## src/rtl/alu_sequencer.sv

```systemverilog
`timescale 1ns/1ps
// alu_sequencer
//
// Multi-cycle controller between the instruction decoder and the 6502 ALU
// datapath. One arithmetic/logic request is accepted per handshake, mapped
// onto one ALU pass (two with decimal correction), and the result byte plus
// the updated status byte are returned on a valid/ready response channel.
// The N/V/Z/C flags are derived here from the operands and the ALU outputs.
//
// Optional feature: define DECIMAL_EN to enable BCD correction for ADC/SBC
// when the D flag (status bit 3) is set. Without it the D flag is ignored
// and every op is a single binary pass.
//
// Ports:
//   clk, rst                    clock, synchronous active-high reset
//   req_valid/req_ready         request handshake (ready only in IDLE)
//   req_op[3:0]                 0 ADC 1 SBC 2 AND 3 ORA 4 EOR 5 ASL 6 LSR
//                               7 ROL 8 ROR 9 CMP 10 INC 11 DEC 12 BIT,
//                               13..15 illegal
//   req_a, req_b, req_p [7:0]   operands and current status byte
//   alu_ctrl[2:0]               0 SUM 1 OR 2 XOR 3 AND 4 SR
//   alu_AI, alu_BI [7:0]        ALU operands
//   alu_carry, alu_DAA          ALU carry in; DAA tied low
//   alu_Y[7:0], alu_flags[7:0]  ALU result; flags[0] is carry out
//   rsp_valid/rsp_ready         response handshake
//   rsp_y, rsp_p [7:0]          result byte, updated status byte
//   rsp_wr                      result must be written back

module alu_sequencer (
    input  logic       clk,
    input  logic       rst,
    input  logic       req_valid,
    output logic       req_ready,
    input  logic [3:0] req_op,
    input  logic [7:0] req_a,
    input  logic [7:0] req_b,
    input  logic [7:0] req_p,
    output logic [2:0] alu_ctrl,
    output logic [7:0] alu_AI,
    output logic [7:0] alu_BI,
    output logic       alu_carry,
    output logic       alu_DAA,
    input  logic [7:0] alu_Y,
    input  logic [7:0] alu_flags,
    output logic       rsp_valid,
    input  logic       rsp_ready,
    output logic [7:0] rsp_y,
    output logic [7:0] rsp_p,
    output logic       rsp_wr
);

    localparam logic [3:0] OP_ADC = 4'd0;
    localparam logic [3:0] OP_SBC = 4'd1;
    localparam logic [3:0] OP_AND = 4'd2;
    localparam logic [3:0] OP_ORA = 4'd3;
    localparam logic [3:0] OP_EOR = 4'd4;
    localparam logic [3:0] OP_ASL = 4'd5;
    localparam logic [3:0] OP_LSR = 4'd6;
    localparam logic [3:0] OP_ROL = 4'd7;
    localparam logic [3:0] OP_ROR = 4'd8;
    localparam logic [3:0] OP_CMP = 4'd9;
    localparam logic [3:0] OP_INC = 4'd10;
    localparam logic [3:0] OP_DEC = 4'd11;
    localparam logic [3:0] OP_BIT = 4'd12;

    localparam logic [2:0] CTRL_SUM = 3'd0;
    localparam logic [2:0] CTRL_OR  = 3'd1;
    localparam logic [2:0] CTRL_XOR = 3'd2;
    localparam logic [2:0] CTRL_AND = 3'd3;
    localparam logic [2:0] CTRL_SR  = 3'd4;

    typedef enum logic [1:0] {
        S_IDLE = 2'd0,
        S_EXEC = 2'd1,
`ifdef DECIMAL_EN
        S_ADJ  = 2'd3,
`endif
        S_RESP = 2'd2
    } state_t;

    state_t     state_reg, state_next;

    // Request captured at accept
    logic [3:0] op_reg;
    logic [7:0] a_reg;
    logic [7:0] b_reg;
    logic [7:0] p_reg;

    // Response registers, held stable through RESP
    logic [7:0] rsp_y_reg;
    logic [7:0] rsp_p_reg;
    logic       rsp_wr_reg;

    // EXEC-pass result as seen by the response path
    logic [7:0] exec_y;
    logic [7:0] exec_p;
    logic       exec_wr;

    // Only carry out is consumed from the ALU flag byte
    logic       unused_flags;
    assign unused_flags = &{1'b0, alu_flags[7:1]};

`ifdef DECIMAL_EN
    // Binary pass results kept for the correction pass
    logic [7:0] bin_y_reg;
    logic       bin_c_reg;
    logic       hc_reg;
    logic       dec_run;
    logic [4:0] low_sum;
    logic [7:0] adj_corr;
    logic       adj_c;

    assign dec_run = p_reg[3] && ((op_reg == OP_ADC) || (op_reg == OP_SBC));
    // Half carry of the binary pass, using the operands actually fed to the ALU
    assign low_sum = {1'b0, a_reg[3:0]} + {1'b0, alu_BI[3:0]} + {4'd0, alu_carry};

    always_comb begin
        adj_corr = 8'h00;
        adj_c    = bin_c_reg;
        if (op_reg == OP_ADC) begin
            if ((bin_y_reg[3:0] > 4'd9) || hc_reg) begin
                adj_corr = adj_corr + 8'h06;
            end
            if (bin_c_reg || (bin_y_reg > 8'h99)) begin
                adj_corr = adj_corr + 8'h60;
            end
            adj_c = bin_c_reg || (bin_y_reg > 8'h99);
        end else begin
            // Subtract 6 / 0x60 expressed as modular additions
            if (!hc_reg) begin
                adj_corr = adj_corr + 8'hFA;
            end
            if (!bin_c_reg) begin
                adj_corr = adj_corr + 8'hA0;
            end
        end
    end
`endif

    // State register
    always_ff @(posedge clk) begin
        if (rst) begin
            state_reg <= S_IDLE;
        end else begin
            state_reg <= state_next;
        end
    end

    // Next-state logic
    always_comb begin
        state_next = state_reg;
        case (state_reg)
            S_IDLE: begin
                if (req_valid) begin
                    state_next = S_EXEC;
                end
            end
            S_EXEC: begin
`ifdef DECIMAL_EN
                if (dec_run) begin
                    state_next = S_ADJ;
                end else begin
                    state_next = S_RESP;
                end
`else
                state_next = S_RESP;
`endif
            end
`ifdef DECIMAL_EN
            S_ADJ: begin
                state_next = S_RESP;
            end
`endif
            S_RESP: begin
                if (rsp_ready) begin
                    state_next = S_IDLE;
                end
            end
            default: begin
                state_next = S_IDLE;
            end
        endcase
    end

    // ALU drive: idle values everywhere except the active passes
    always_comb begin
        alu_ctrl  = CTRL_SUM;
        alu_AI    = 8'h00;
        alu_BI    = 8'h00;
        alu_carry = 1'b0;
        if (state_reg == S_EXEC) begin
            case (op_reg)
                OP_ADC: begin
                    alu_AI = a_reg; alu_BI = b_reg; alu_carry = p_reg[0];
                end
                OP_SBC: begin
                    alu_AI = a_reg; alu_BI = ~b_reg; alu_carry = p_reg[0];
                end
                OP_CMP: begin
                    alu_AI = a_reg; alu_BI = ~b_reg; alu_carry = 1'b1;
                end
                OP_AND, OP_BIT: begin
                    alu_ctrl = CTRL_AND; alu_AI = a_reg; alu_BI = b_reg;
                end
                OP_ORA: begin
                    alu_ctrl = CTRL_OR; alu_AI = a_reg; alu_BI = b_reg;
                end
                OP_EOR: begin
                    alu_ctrl = CTRL_XOR; alu_AI = a_reg; alu_BI = b_reg;
                end
                OP_ASL: begin
                    alu_AI = a_reg; alu_BI = a_reg;
                end
                OP_ROL: begin
                    alu_AI = a_reg; alu_BI = a_reg; alu_carry = p_reg[0];
                end
                OP_LSR: begin
                    alu_ctrl = CTRL_SR; alu_AI = a_reg;
                end
                OP_ROR: begin
                    alu_ctrl = CTRL_SR; alu_AI = a_reg; alu_carry = p_reg[0];
                end
                OP_INC: begin
                    alu_AI = a_reg; alu_BI = 8'h00; alu_carry = 1'b1;
                end
                OP_DEC: begin
                    alu_AI = a_reg; alu_BI = 8'hFF;
                end
                default: begin
                    // Illegal op: ALU left at idle values
                end
            endcase
        end
`ifdef DECIMAL_EN
        else if (state_reg == S_ADJ) begin
            alu_AI = bin_y_reg;
            alu_BI = adj_corr;
        end
`endif
    end

    assign alu_DAA = 1'b0;

    // Result and flag derivation for the EXEC pass
    always_comb begin
        exec_y  = alu_Y;
        exec_p  = p_reg;
        exec_wr = 1'b1;
        case (op_reg)
            OP_ADC, OP_SBC: begin
                exec_p[7] = alu_Y[7];
                exec_p[6] = (alu_AI[7] == alu_BI[7]) && (alu_Y[7] != alu_AI[7]);
                exec_p[1] = (alu_Y == 8'h00);
                exec_p[0] = alu_flags[0];
            end
            OP_CMP: begin
                exec_p[7] = alu_Y[7];
                exec_p[1] = (alu_Y == 8'h00);
                exec_p[0] = alu_flags[0];
                exec_wr   = 1'b0;
            end
            OP_ASL, OP_ROL, OP_LSR, OP_ROR: begin
                exec_p[7] = alu_Y[7];
                exec_p[1] = (alu_Y == 8'h00);
                exec_p[0] = alu_flags[0];
            end
            OP_AND, OP_ORA, OP_EOR, OP_INC, OP_DEC: begin
                exec_p[7] = alu_Y[7];
                exec_p[1] = (alu_Y == 8'h00);
            end
            OP_BIT: begin
                exec_p[7] = b_reg[7];
                exec_p[6] = b_reg[6];
                exec_p[1] = (alu_Y == 8'h00);
                exec_wr   = 1'b0;
            end
            default: begin
                exec_y  = a_reg;
                exec_wr = 1'b0;
            end
        endcase
    end

    // Datapath registers
    always_ff @(posedge clk) begin
        if (rst) begin
            op_reg     <= 4'd0;
            a_reg      <= 8'h00;
            b_reg      <= 8'h00;
            p_reg      <= 8'h00;
            rsp_y_reg  <= 8'h00;
            rsp_p_reg  <= 8'h00;
            rsp_wr_reg <= 1'b0;
`ifdef DECIMAL_EN
            bin_y_reg  <= 8'h00;
            bin_c_reg  <= 1'b0;
            hc_reg     <= 1'b0;
`endif
        end else begin
            if ((state_reg == S_IDLE) && req_valid) begin
                op_reg <= req_op;
                a_reg  <= req_a;
                b_reg  <= req_b;
                p_reg  <= req_p;
            end
            if (state_reg == S_EXEC) begin
                rsp_y_reg  <= exec_y;
                rsp_p_reg  <= exec_p;
                rsp_wr_reg <= exec_wr;
`ifdef DECIMAL_EN
                bin_y_reg  <= alu_Y;
                bin_c_reg  <= alu_flags[0];
                hc_reg     <= low_sum[4];
`endif
            end
`ifdef DECIMAL_EN
            // N/Z from the adjusted byte, V kept from the binary pass
            if (state_reg == S_ADJ) begin
                rsp_y_reg    <= alu_Y;
                rsp_p_reg[7] <= alu_Y[7];
                rsp_p_reg[1] <= (alu_Y == 8'h00);
                rsp_p_reg[0] <= adj_c;
            end
`endif
        end
    end

    assign req_ready = (state_reg == S_IDLE);
    assign rsp_valid = (state_reg == S_RESP);
    assign rsp_y     = rsp_y_reg;
    assign rsp_p     = rsp_p_reg;
    assign rsp_wr    = rsp_wr_reg;

endmodule

```

## config.mk

```make
export PLATFORM = sky130hd
export DESIGN_NAME = alu_sequencer
export DESIGN_NICKNAME = d
export VERILOG_FILES = /design/src/rtl/alu_sequencer.sv
export SDC_FILE = /design/constraint.sdc
export NUM_CORES = 1
export LEC_CHECK = 0
export CAP_MARGIN = 40
export CORE_UTILIZATION = 30
export DETAILED_ROUTE_END_ITERATION = 10
export PLACE_DENSITY = 0.58
export RECOVER_POWER = 100
export SYNTH_ARGS = -nofsm -noshare
export SYNTH_HDL_FRONTEND = slang
export SYNTH_SLANG_ARGS = --single-unit
```

## constraint.sdc

```tcl
create_clock -name clk -period 2.6 [get_ports clk]
set_input_delay 0.78 -clock clk [delete_from_list [all_inputs] [get_ports clk]]
set_output_delay 0.78 -clock clk [all_outputs]
set_load 0.01 [all_outputs]
```

Yosys cells after proc, flatten, opt, wreduce, memory -nomap -nowiden
Index checks and enable logic that the tools add are counted.
Operators by class
  eq/ne operators: 18
  multiplexer cells: 17
  bitwise logic cells: 1
  reductions and logical operators: 18
Operators with widths (number)
  8-bit two-way mux: 4
  8-bit one-hot mux with 4 select lines: 1
  4-bit equality test (second input constant): 5
  4-bit by 3-bit equality test with 1-bit output (second input constant): 4
  13-bit OR reduction: 1
  3-bit one-hot mux with 4 select lines: 1
  12-bit OR reduction: 1
  2-bit OR reduction: 6
  11-bit OR reduction: 1
  4-bit by 2-bit equality test with 1-bit output (second input constant): 2
  8-bit logical NOT: 1
  8-bit NOT: 1
  7-bit OR reduction: 1
  1-bit one-hot mux with 2 select lines: 3
  2-bit one-hot mux with 3 select lines: 1
  5-bit OR reduction: 1
  4-bit by 1-bit equality test with 1-bit output (second input constant): 1
  4-bit logical NOT: 1
  1-bit two-way mux: 4
  2-bit two-way mux: 2
  4-bit OR reduction: 1
  3-bit two-way mux: 1
  2-bit by 1-bit equality test with 1-bit output (second input constant): 1
  2-bit equality test (second input constant): 1
  other kinds (7): 8
Storage, ports and cells
  bits in registers: 47
  output and inout port bits: 40
  word-level logic and storage cells: 62

Depth between registers and ports, before layout
Gate-level depths: netlist of run 1.
  word-level depth: 7
  mapped depth: 7
  mapped depth without buffers: 5

Worst setup path after synthesis of run 1
Ideal clock, no wire load.
  path kind: register -> output
  start: reg op_reg[2]
  end: out alu_BI[2]
  data arrival time: 1.401 ns
  data required time: 1.820 ns
  slack: 0.419 ns
  cell stages (with the launch flop): 8
  path through: dfxtp_1 buf_6 clkbuf_1 nor2b_1 nand2_1 o21ai_1 a22oi_1 nor2_1
On the way
  cells in the longest elaborated chain, start to end: 4
RTL lines
  start: declaration: RTL line 84  | logic [3:0] op_reg;
  start signal: assignment: RTL line 301  | op_reg <= req_op;
  4-bit equality test, or another cell as far along: RTL line 192  | case (op_reg)
  5-bit OR reduction (no line) / 2-bit OR reduction (equally long branches)
  8-bit one-hot mux with 4 select lines (*): RTL line 192
  8-bit two-way mux (*): RTL line 191  | if (state_reg == S_EXEC) begin
  end: declaration: RTL line 40  | output logic [7:0] alu_BI,
Every way passes the cells marked *; elsewhere a longest branch is shown, timed or not.

Final worst setup path of run 1
  start: reg op_reg[3]
  end: out alu_AI[0]
On the way
  cells in the longest elaborated chain, start to end: 4
RTL lines
  4-bit equality test, or another cell as far along: RTL line 192
  13-bit OR reduction (no line) (*)
  8-bit two-way mux (*): RTL line 192
  8-bit two-way mux (*): RTL line 191
  end: declaration: RTL line 39  | output logic [7:0] alu_AI,
Marked as above.

==> flow_metrics.py, run 1 <==
metrics = {
    "synth": {
        "synth_area_um2": 2310,
        "yosys_warnings": 0,
        "ys_seq_area_share_pct": 40.7,
        "ys_types": 42,
        "postSynthRegisterBits": 47,
        "gate_count_post_synth": 320,
        "synth.net_count": 368,
        "post_synth.cell_area_avg_um2": 7.23,
    },
    "run_status": {
        "outcome": "completed",
    },
    "layout": {
        "finish.net_count": 459,
        "n_antenna_cell": 0,
        "layout-drive-gt1-share_pct": 14.3,
        "num-fill-cells": 774,
        "areaGrowthSynthToFinish_pct": 50.0,
    },
    "place": {
        "preCtsSetupSlack_ns": 0.00996,
        "placement.io_buffers": 79,
        "post-dp-hpwl_um": 4820,
        "place_congestion": 0.797,
    },
    "clocking": {
        "total_clock_sinks": 47,
        "cts_buffer_depth": 2,
        "cts_tree": "built",
        "clk_latency_ns": 0.30,
        "clk_transition_reported_paths_ns": 0.09,
        "cts_hold_repair.buffers": 0,
        "h-tree-depth": 2,
        "cts_inserted_buffers": 5,
        "ctsRootBufferMaster": "sky130_fd_sc_hd__clkbuf_8",
    },
    "critical_path": {
        "crit_path_buf_inv_count": 3,
        "critical_path.top_delay_family": "buffers and inverters",
        "path_common_cell": "sky130_fd_sc_hd__buf_4",
        "critical_path.startpoint_type": "register",
        "timing_worst_setup_path_type": "reg -> out",
        "required_ns": 1.82,
        "path_max_fanout": 9,
        "slowest_delay_ns": 0.39,
        "worstSetupEndpointType": "output port",
        "crit_chain": "buf_4, nand2_1, or2_4, buf_4, and3_1, dlygate4sd2_1",
        "worst-endpoint-arrival_ns": 1.75,
        "critical-path-slowest-cell": "sky130_fd_sc_hd__dfxtp_4",
    },
    "drt": {
        "drt-vias-per-instance": 4.79,
        "finalWirelength_um": 6790,
        "detail_route.iter0.violations": 89,
        "drc": 0,
        "antenna_violating_nets_post_route": 0,
        "vias": 2446,
        "detailedRoute.firstPassIterationCount": 4,
        "wl_cell_um": 13.3,
    },
    "timing": {
        "period_share_pct": 97.5,
        "final.setup_skew_ns": 0.00746,
        "final_number_of_max_transition_violations": 0,
        "hold_ws_ns": 0.454,
        "slew_margin_rel_pct": 35.3,
        "hold_viol_final": 0,
        "sum_of_negative_setup_slack_ns": 0,
        "fmax_ghz": 0.395,
        "finalSetupViolations": 0,
        "layout_setup_ws_ns": 0.0662,
        "worst_slew_pin_slew_ns": 0.971,
        "final.min_clock_period_ns": 2.53,
    },
    "floorplan": {
        "ioPinCount": 88,
        "die_area_um2": 8060,
        "die_h_um": 89.8,
        "floorplan.die.width_um": 89.8,
        "floorplan.core_area_um2": 7370,
        "rows": 31,
        "initial_utilization_pct": 31.4,
    },
    "power_and_ir_drop": {
        "pwr_density_cell_nw_per_um2": 486,
        "power_dissipated_by_switching_net_loads_w": 0.000473,
        "leakage_nw": 1.41,
        "power.share.switching_pct": 28.1,
        "seqPwrFrac_pct": 47.8,
        "ir_worst_vdd_uv": 269,
        "clock_power_share_pct": 29.0,
        "internal_power_w": 0.00121,
        "combinationalPowerShare_pct": 23.1,
    },
    "grt": {
        "grt_max_degree": 47,
        "number_of_antenna_violations_at_the_first_check_in_global_routing": 0,
        "first_pass_grt_wire_length_um": 11500,
        "groute.usage.overall_pct": 17.5,
        "grt_overflow": 0,
        "grt_pass1_vias": 2434,
    },
    "hold_path": {
        "worstHoldPathType": "reg -> reg",
    },
    "run": {
        "max-cap-violations": 0,
    },
}
-- metal layers --
metal / GRT usage, % / up-vias / routed length, µm
met5: 0 / - / 0
met4: 4.92 / 0 / 61
met3: 3.72 / 5 / 370
met2: 28.7 / 67 / 3050
met1: 23.0 / 1105 / 3310
li1: - / 1269 / -
-- per-stage QoR --
step / total power, W / utilization [%] / instances / cell area (µm²)
final: 0.00168 / 47.1 / 511 / 3470
after global routing: 0.00178 / 47.1 / 511 / 3470
after CTS: 0.00170 / 46.6 / 506 / 3440
after detailed placement: 0.00120 / 44.6 / 493 / 3280
after global placement: 0.00119 / 44.6 / 493 / 3280
after floorplan: 0.00101 / - / 320 / 2310
-- layout by cell type (no fill, tap or decap), types with 7 or more instances in the layout --
cell and count:
sky130_fd_sc_hd__nand2_1 93, sky130_fd_sc_hd__o21ai_1 9, sky130_fd_sc_hd__a21oi_1 40, sky130_fd_sc_hd__nor2_1 25
sky130_fd_sc_hd__dfxtp_1 42, sky130_fd_sc_hd__dlygate4sd3_1 20, sky130_fd_sc_hd__a311oi_1 9, sky130_fd_sc_hd__clkbuf_8 7
sky130_fd_sc_hd__clkdlybuf4s50_1 39, sky130_fd_sc_hd__buf_4 24, sky130_fd_sc_hd__and3_1 8, sky130_fd_sc_hd__o21a_1 7
sky130_fd_sc_hd__a22oi_1 7, sky130_fd_sc_hd__dlygate4sd2_1 16
-- cells in the mapped netlist --
cell type                  instances  area (µm²)
sky130_fd_sc_hd__buf_6             1        11.3
sky130_fd_sc_hd__o21ai_0           2        10.0
sky130_fd_sc_hd__o21ai_1           9        45.0
sky130_fd_sc_hd__a22oi_2           1        12.5
sky130_fd_sc_hd__a211oi_1          3        22.5
sky130_fd_sc_hd__a22oi_1           8        60.1
sky130_fd_sc_hd__nor2_1           29         109
sky130_fd_sc_hd__o22ai_1           1        6.26
sky130_fd_sc_hd__nor3b_1           1        7.51
sky130_fd_sc_hd__a311oi_1          9        78.8
sky130_fd_sc_hd__inv_1             4        15.0
sky130_fd_sc_hd__and3_1            8        50.1
sky130_fd_sc_hd__mux2i_1           1        10.0
sky130_fd_sc_hd__o2111a_1          1        11.3
sky130_fd_sc_hd__o21a_1            7        52.6
sky130_fd_sc_hd__nor3_1            1        5.00
sky130_fd_sc_hd__clkbuf_1         16        60.1
sky130_fd_sc_hd__inv_2             1        3.75
sky130_fd_sc_hd__nand4_1           1        6.26
sky130_fd_sc_hd__a21oi_1          40         200
sky130_fd_sc_hd__conb_1            1        3.75
sky130_fd_sc_hd__a32oi_1           1        8.76
sky130_fd_sc_hd__a221o_1           1        10.0
sky130_fd_sc_hd__nand2_1          93         349
sky130_fd_sc_hd__nand3b_1          2        15.0
sky130_fd_sc_hd__buf_4             1        7.51
sky130_fd_sc_hd__and2_1            1        6.26
sky130_fd_sc_hd__buf_2             6        30.0
sky130_fd_sc_hd__a21boi_1          1        7.51
sky130_fd_sc_hd__nand3_1           3        15.0
sky130_fd_sc_hd__mux2_4            1        15.0
sky130_fd_sc_hd__dfxtp_1          47         941
sky130_fd_sc_hd__and3b_1           1        8.76
sky130_fd_sc_hd__o21ai_4           1        16.3
sky130_fd_sc_hd__buf_1             2        7.51
sky130_fd_sc_hd__nor2b_1           5        31.3
sky130_fd_sc_hd__o31ai_1           1        7.51
sky130_fd_sc_hd__nor4_1            2        12.5
sky130_fd_sc_hd__o21ai_2           1        8.76
sky130_fd_sc_hd__nand2b_1          3        18.8
sky130_fd_sc_hd__o22a_1            1        8.76
sky130_fd_sc_hd__or2_1             1        6.26
-- worst paths after layout --
kind | startpoint | endpoint | slack [ns] | depth (start not counted)
setup reg to reg | state_reg[1] | rsp_p[6] | 0.89 | 5
setup / recovery | op_reg[3] | alu_AI[0] | 0.07 | 6
hold reg to reg | rsp_p[4] | rsp_p[4] | 0.45 | 2
hold / removal | rsp_p[4] | rsp_p[4] | 0.45 | 2
-- cells by family (layout without fill, tap and decap cells) --
group                  after synthesis  after routing  share of synthesized area [%]
muxes                                2              2                           1.08
other                                1              1                          0.162
buffers and inverters               31            123                           5.84
AOI/OAI and AO/OA                   88             88                           24.5
and+or+nand+nor                    151            151                           27.7
DFF                                 47             47                           40.7
-- cell type report --
class	count	area, µm²	area share, %
Clock inverter	1	7.51	0.216
Multi-Input combinational cell	242	1270	36.7
Sequential cell	47	952	27.5
Clock buffer	7	96.3	2.78
Inverter	5	18.8	0.541
Tap cell	99	124	3.57
Timing Repair Buffer	110	998	28.8
-- worst min-delay path, stage by stage, from the launching register on --
cell	delay, ns
sky130_fd_sc_hd__dfxtp_1	0.31
sky130_fd_sc_hd__nand2_1	0.05
sky130_fd_sc_hd__a21oi_1	0.05
-- repair_timing --
action,in CTS,in global routing
setup buffers,5,6
pin swaps,4,2
gates resized for setup,45,7
endpoints found under the setup margin,20,15
-- power by group through the flow --
stage	logic, W	clock network [W]	registers [W]
floorplan	0.000196	0	0.000818
global placement	0.000372	0	0.000822
detailed placement	0.000376	0	0.000823
CTS	0.000391	0.000504	0.000806
global route	0.000431	0.000531	0.000814
finish	0.000390	0.000489	0.000806
Note: power is estimated with default switching activity, not from simulation.
==> run 2: changes to the inputs <==
- ABC_CLOCK_PERIOD_IN_PS: default -> 2600
==> results of run 2 <==
The final DEF is identical to that of run 1; final timing and power are the same.
==> run 3: changes to the inputs <==
- CTS_CLUSTER_DIAMETER: default -> 80
==> results of run 3 <==
The final DEF is identical to that of run 1; final timing and power are the same.
